### config.mk
export PLATFORM = sky130hd
export DESIGN_NAME = mux_sel_sequencer
export DESIGN_NICKNAME = d
export VERILOG_FILES = /design/src/rtl/mux_sel_sequencer.sv
export SDC_FILE = /design/constraint.sdc
export NUM_CORES = 1
export LEC_CHECK = 0
export CAP_MARGIN = 40
export CORE_MARGIN = 5
export CORE_UTILIZATION = 48
export CTS_CLUSTER_SIZE = 24
export DETAILED_ROUTE_END_ITERATION = 10
export PLACE_DENSITY = 0.91
export SLEW_MARGIN = 20
export SYNTH_ARGS = -nofsm -noshare
export SYNTH_HDL_FRONTEND = slang
export SYNTH_SLANG_ARGS = --single-unit
### constraint.sdc
create_clock -name clk -period 4.49 [get_ports clk]
set_input_delay 0.449 -clock clk [delete_from_list [all_inputs] [get_ports clk]]
set_output_delay 0.449 -clock clk [all_outputs]
set_load 0.1 [all_outputs]
### src/rtl/mux_sel_sequencer.sv
// Loads one word, walks the 4:1 mux select over it, serializes the samples,
// then compares the reassembled word with the loaded one.
//
// Ports:
//   clk, rst_n           clock, async active-low reset
//   in_valid/in_ready    word handshake (ready only while idle)
//   in_data              word to serialize
//   mux_in, mux_sel      drive the mux under test
//   mux_out              mux result, sampled at the end of each hold period
//   ser_bit/ser_valid    sampled bit stream
//   cap_data/cap_valid   reassembled word and its qualifier
//   mismatch, err        per-word compare result and sticky error
module mux_sel_sequencer #(
  parameter int SEL_W     = 2,
  parameter int MSB_FIRST = 0,
  parameter int HOLD      = 1
) (
  input  logic               clk,
  input  logic               rst_n,
  input  logic               in_valid,
  input  logic [(1<<SEL_W)-1:0] in_data,
  output logic               in_ready,
  output logic [(1<<SEL_W)-1:0] mux_in,
  output logic [SEL_W-1:0]   mux_sel,
  input  logic               mux_out,
  output logic               ser_bit,
  output logic               ser_valid,
  output logic [(1<<SEL_W)-1:0] cap_data,
  output logic               cap_valid,
  output logic               mismatch,
  output logic               err
);

  localparam int W    = 1 << SEL_W;
  localparam int HC_W = (HOLD > 1) ? $clog2(HOLD) : 1;

  localparam logic [SEL_W-1:0] START =
    (MSB_FIRST != 0) ? SEL_W'(W - 1) : '0;
  localparam logic [SEL_W-1:0] LAST =
    (MSB_FIRST != 0) ? '0 : SEL_W'(W - 1);
  localparam logic [HC_W-1:0] HOLD_M1 = HC_W'(HOLD - 1);

  typedef enum logic [1:0] {
    S_IDLE,
    S_RUN,
    S_DONE
  } state_e;

  state_e            state_q, state_d;
  logic [W-1:0]      mux_in_q, mux_in_d;
  logic [SEL_W-1:0]  mux_sel_q, mux_sel_d;
  logic [HC_W-1:0]   hold_q, hold_d;
  logic              ser_bit_q, ser_bit_d;
  logic              ser_valid_q, ser_valid_d;
  logic [W-1:0]      cap_q, cap_d;
  logic              cap_valid_q, cap_valid_d;
  logic              mis_q, mis_d;
  logic              err_q, err_d;

  always_comb begin
    state_d     = state_q;
    mux_in_d    = mux_in_q;
    mux_sel_d   = mux_sel_q;
    hold_d      = hold_q;
    ser_bit_d   = ser_bit_q;
    ser_valid_d = 1'b0;
    cap_d       = cap_q;
    cap_valid_d = 1'b0;
    mis_d       = mis_q;
    err_d       = err_q;
    unique case (state_q)
      S_IDLE: begin
        if (in_valid) begin
          mux_in_d  = in_data;
          mux_sel_d = START;
          hold_d    = '0;
          cap_d     = '0;
          state_d   = S_RUN;
        end
      end
      S_RUN: begin
        if (hold_q == HOLD_M1) begin
          hold_d            = '0;
          cap_d[mux_sel_q]  = mux_out;
          ser_bit_d         = mux_out;
          ser_valid_d       = 1'b1;
          if (mux_sel_q == LAST) begin
            // Compare includes the bit captured on this same edge.
            state_d     = S_DONE;
            mux_sel_d   = START;
            cap_valid_d = 1'b1;
            mis_d       = (cap_d != mux_in_q);
            err_d       = err_q | mis_d;
          end else if (MSB_FIRST != 0) begin
            mux_sel_d = mux_sel_q - SEL_W'(1);
          end else begin
            mux_sel_d = mux_sel_q + SEL_W'(1);
          end
        end else begin
          hold_d = hold_q + HC_W'(1);
        end
      end
      S_DONE: state_d = S_IDLE;
      default: state_d = S_IDLE;
    endcase
  end

  always_ff @(posedge clk or negedge rst_n) begin
    if (!rst_n) begin
      state_q     <= S_IDLE;
      mux_in_q    <= '0;
      mux_sel_q   <= START;
      hold_q      <= '0;
      ser_bit_q   <= 1'b0;
      ser_valid_q <= 1'b0;
      cap_q       <= '0;
      cap_valid_q <= 1'b0;
      mis_q       <= 1'b0;
      err_q       <= 1'b0;
    end else begin
      state_q     <= state_d;
      mux_in_q    <= mux_in_d;
      mux_sel_q   <= mux_sel_d;
      hold_q      <= hold_d;
      ser_bit_q   <= ser_bit_d;
      ser_valid_q <= ser_valid_d;
      cap_q       <= cap_d;
      cap_valid_q <= cap_valid_d;
      mis_q       <= mis_d;
      err_q       <= err_d;
    end
  end

  assign in_ready  = (state_q == S_IDLE);
  assign mux_in    = mux_in_q;
  assign mux_sel   = mux_sel_q;
  assign ser_bit   = ser_bit_q;
  assign ser_valid = ser_valid_q;
  assign cap_data  = cap_q;
  assign cap_valid = cap_valid_q;
  assign mismatch  = mis_q;
  assign err       = err_q;

endmodule
==> results.py, run 1 <==
metrics = {
    "outcome": {
        "status": "completed",
    },
    "clocking": {
        "cts_root_buf": "clkbuf_4",
        "h-tree-depth": 1,
        "clock_path_buffers": 2,
        "cts_tree": "yes",
        "clkLatencyLatePin_ns": 0.30,
        "path_clk_slew_ns": 0.10,
        "cts_setup_buffers": 0,
        "postCtsHoldBufs": 0,
        "numCtsBuffers": 3,
        "cts_sinks": 17,
        "ctsResizeCount": 0,
    },
    "route": {
        "antenna_left": 0,
        "dr.pass1.iters": 4,
        "avgViaCountPerCell": 5.21,
        "postRouteWirelength_mm": 1.92,
        "num_vias": 636,
        "wl_per_cell_um": 15.7,
        "drc": 0,
        "drtIter0Drc": 10,
    },
    "finish": {
        "nets": 119,
        "final_common_cell": "clkdlybuf4s50_1",
        "drive_above_1_share_pct": 28.3,
        "final_cell_mix": "clkdlybuf4s50_1, dfrtp_1, buf_8, nand2_1",
        "diodes": 0,
        "instances_no_fill": 122,
        "syn2layout_area_growth_pct": 64.7,
    },
    "timing": {
        "hold_violations": 0,
        "max_freq_ghz": 0.475,
        "rsz0062_at_grt": "no",
        "worst_pin_slew_ns": 0.383,
        "slew-limit-headroom_pct": 74.5,
        "finalSetupViolations": 0,
        "period_minus_slack_ns": 2.11,
        "post-route-period-util_pct": 46.9,
        "totalNegativeSetupSlack_ns": 0,
        "slew_viol_final": 0,
        "clock-skew-final_ns": 0.00398,
    },
    "logic_synthesis": {
        "async_flop_share_pct": 100,
        "yosysUniqueCellTypes": 23,
        "syn_nets": 75,
        "syn-cell-area_um2": 807,
        "syn_inst": 63,
        "yosysSeqAreaShare_pct": 52.7,
        "synth-edff-count": 0,
        "ys_ff_latch": 17,
        "synth_area_per_cell_um2": 12.8,
        "ys.warnings.count": 0,
        "ys.flop_type": "dfrtp_1",
    },
    "setup_path": {
        "path_class": "flop to output port",
        "critPathRequiredTime_ns": 4.04,
        "end_kind": "output port",
        "worstPathArrival_ns": 1.66,
        "critical_path.max_fanout": 3,
        "r2r_slack_ns": 2.75,
        "critPathLaunchType": "flop",
    },
    "floorplanning": {
        "ioPinCount": 24,
        "row_count": 14,
        "coreArea_um2": 1560,
        "initial_core_util_pct": 51.8,
        "die_h_um": 51.0,
        "dieArea_um2": 2600,
        "die_w_um": 51.0,
    },
    "flow_run": {
        "drv_cap": 0,
    },
    "global_routing": {
        "grt_max_degree": 18,
        "grt_pass1_vias": 687,
        "antenna_found_initial": 0,
        "grt-ovfl-total": 0,
        "grt_first_pass_wirelength_mm": 3.27,
        "grtUsageTotal_pct": 17.2,
    },
    "placement": {
        "dp_hpwl_mm": 1.53,
        "place_congestion": 0.828,
        "place_inst": 117,
        "numPortBuffers": 23,
    },
    "min_path": {
        "worstHoldPathType": "primary input to async pin",
    },
}
Yosys cell counts (3+ instances only):
library cell	count	area [um2]
mux2_2	4	45.0
o21ai_1	3	15.0
mux2i_1	4	40.0
a32o_1	4	40.0
nand2_1	5	18.8
inv_1	4	15.0
ha_1	4	50.1
xor2_1	4	35.0
dfrtp_1	17	425
critical path, stage by stage, from the launching register on:
cell	delay (ns)
dfrtp_1	0.46
nor2_1	0.15
clkdlybuf4s50_1	0.54
buf_8	0.21
area by class of cell:
cell class | instances | area, um2
fill | 82 | 230
inverter | 5 | 23.8
timing repair buffer | 40 | 485
tap | 16 | 20.0
multi-input combinational | 40 | 347
clock inverter | 1 | 5.00
sequential | 17 | 425
clock buffer | 3 | 22.5
flip-flops by register name, summed over array words and instances, names as in the netlist:
signal,cells
cap_data,4
cap_valid,1
err,1
mismatch,1
mux_in,4
mux_sel,2
ser_bit,1
ser_valid,1
state_q,2
metal layers:
layer | vias to the layer above | GRT usage (%) | share of wire [%]
met4 | 0 | 6.73 | 1.6
met2 | 20 | 30.0 | 53
met1 | 302 | 20.7 | 39
met5 | - | 0 | 0
met3 | 4 | 3.78 | 5.8
li1 | 310 | - | -
final timing paths:
kind	start	endpoint	cells past startpoint
worst min register to register	err	err	1
worst min-delay path	rst_n	cap_valid	1
worst max-delay path	state_q[0]	in_ready	3
max in group asynchronous	rst_n	state_q[0]	2
min in group clk	err	err	1
worst max register to register	mux_sel[0]	err	6
per-stage QoR:
| stage | hold slack (ns) | area (um2) | utilization, % | setup slack, ns |
|---|---|---|---|---|
| finish | 0.317 | 1330 | 85.2 | 2.38 |
| global route | 0.306 | 1330 | 85.2 | 2.30 |
| CTS | 0.482 | 1310 | 84.3 | 2.34 |
| detailed placement | 0.459 | 1290 | 82.5 | 2.47 |
| global placement | 0.449 | 1050 | 67.1 | 2.38 |
| floorplan | 0.153 | 807 | - | 2.29 |
kinds of logic after synthesis:
family | Yosys count | share of synthesized area, %
AOI/OAI and AO/OA | 13 | 12.4
xor gates and xnor gates | 4 | 4.34
adders and majority gates | 4 | 6.20
buffers and inverters | 6 | 4.34
DFF | 17 | 52.7
muxes | 8 | 10.5
and+or+nand+nor | 11 | 9.46
Power of run 1 is not shown: default switching activity piles up to over one toggle a cycle in this logic, so the estimate is an artifact.
==> run 2, diff against run 1 <==
--- a/config.mk
+++ b/config.mk
@@ -7,10 +7,10 @@
 export LEC_CHECK = 0
 export CAP_MARGIN = 40
 export CORE_MARGIN = 5
-export CORE_UTILIZATION = 48
+export CORE_UTILIZATION = 45
 export CTS_CLUSTER_SIZE = 24
 export DETAILED_ROUTE_END_ITERATION = 10
-export PLACE_DENSITY = 0.91
+export PLACE_DENSITY = 0.87
 export SLEW_MARGIN = 20
 export SYNTH_ARGS = -nofsm -noshare
 export SYNTH_HDL_FRONTEND = slang
==> constraint.sdc (replaced) <==
create_clock -name clk -period 2 [get_ports clk]
set_input_delay 0.2 -clock clk [delete_from_list [all_inputs] [get_ports clk]]
set_output_delay 0.2 -clock clk [all_outputs]
set_load 0.1 [all_outputs]
==> results.py, run 2 (synthesis gave the netlist of run 1 again) <==
metrics = {
    "timing": {
        "slew-limit-headroom_pct": 79.6,
        "max_freq_ghz": 0.592,
        "totalNegativeSetupSlack_ns": 0,
        "worst_pin_slew_ns": 0.304,
        "rsz0062_at_grt": "no",
        "hold_violations": 0,
        "post-route-period-util_pct": 84.4,
        "finalSetupViolations": 0,
        "holdWs_ns": 0.223,
        "period_minus_slack_ns": 1.69,
        "clock-skew-final_ns": 0.00210,
        "slew_viol_final": 0,
    },
    "floorplanning": {
        "ioPinCount": 24,
        "die_w_um": 52.4,
        "initial_core_util_pct": 47.3,
        "die_h_um": 52.4,
        "dieArea_um2": 2740,
        "row_count": 15,
        "coreArea_um2": 1710,
    },
    "route": {
        "drtIter0Drc": 6,
        "avgViaCountPerCell": 4.96,
        "postRouteWirelength_mm": 1.69,
        "drc": 0,
        "wl_per_cell_um": 14.6,
        "dr.pass1.iters": 4,
        "num_vias": 575,
        "antenna_left": 0,
    },
    "clocking": {
        "ctsResizeCount": 0,
        "cts_root_buf": "clkbuf_4",
        "path_clk_slew_ns": 0.09,
        "clkLatencyLatePin_ns": 0.29,
        "cts_tree": "yes",
        "clock_path_buffers": 2,
        "numCtsBuffers": 3,
        "cts_sinks": 17,
        "postCtsHoldBufs": 0,
        "cts_setup_buffers": 0,
        "h-tree-depth": 1,
    },
    "setup_path": {
        "worstPathArrival_ns": 1.87,
        "cp-startpoint": "mux_sel[0]",
        "end_kind": "flop",
        "critPathLaunchType": "flop",
        "critPathRequiredTime_ns": 2.18,
        "path_class": "flop to flop",
        "crit_family": "flip-flops",
        "cp.buffers_inverters": 1,
        "crit_path_top_delay_cell": "dfrtp_2",
        "critical_path.max_fanout": 5,
        "crit_chain": "inv_1 -> ha_1 -> mux2i_1 -> xor2_1 -> a41oi_1 -> or2_1",
        "r2r-start": "mux_sel[0]",
        "max_stage_delay_ns": 0.44,
    },
    "finish": {
        "nets": 104,
        "fin_area_um2": 1060,
        "drive_above_1_share_pct": 35.2,
        "syn2layout_area_growth_pct": 31.5,
        "diodes": 0,
        "final_cell_mix": "buf_4, dfrtp_1, clkdlybuf4s50_1, nand2_1",
        "final_common_cell": "buf_4",
    },
    "placement": {
        "placed_area_um2": 1030,
        "numPortBuffers": 23,
        "dp_hpwl_mm": 1.32,
        "place_congestion": 0.767,
    },
    "global_routing": {
        "grt_pass1_vias": 619,
        "grt_max_degree": 18,
        "grtUsageTotal_pct": 15.1,
        "grt-ovfl-total": 0,
        "antenna_found_initial": 0,
        "grt_first_pass_wirelength_mm": 2.99,
    },
    "min_path": {
        "worstHoldPathType": "primary input to async pin",
    },
    "flow_run": {
        "drv_cap": 0,
    },
    "outcome": {
        "status": "completed",
    },
}
[run 2: metrics by stage]
stage | utilization, % | std cells | setup slack, ns
2_1_floorplan | - | 63 | 0.0871
3_3_place_gp | 60.6 | 112 | 0.374
6_report | 62.1 | 116 | 0.312
5_1_grt | 62.1 | 116 | 0.187
3_5_place_dp | 60.6 | 112 | 0.327
4_1_cts | 62.1 | 116 | 0.315
[run 2: worst paths after layout]
path | to | slack, ns | cells after the start
hold / removal | mux_in[3] | 0.22 | 2
max in group asynchronous | mux_sel[1] | 1.58 | 2
min in group clk | mismatch | 0.49 | 1
setup / recovery | err | 0.31 | 6
setup reg to reg | err | 0.31 | 6
hold reg to reg | mismatch | 0.49 | 1
[run 2: layer usage]
layer / GRT usage [%] / wire, um / part of all wire [%] / vias up
met3: 2.85 / 120 / 7.1 / 5
met5: 0 / 0 / 0 / -
met4: 10.2 / 55 / 3.2 / 0
li1: - / - / - / 276
met2: 23.6 / 833 / 49 / 18
met1: 18.7 / 684 / 40 / 276
[run 2: layout make-up]
cell class,instances,area (um2)
Timing Repair Buffer,25,205
Tap cell,25,31.3
Inverter,5,23.8
Multi-Input combinational cell,40,347
Sequential cell,17,428
Fill cell,143,647
Clock buffer,4,26.3
Power of run 2 is left out for the same reason.
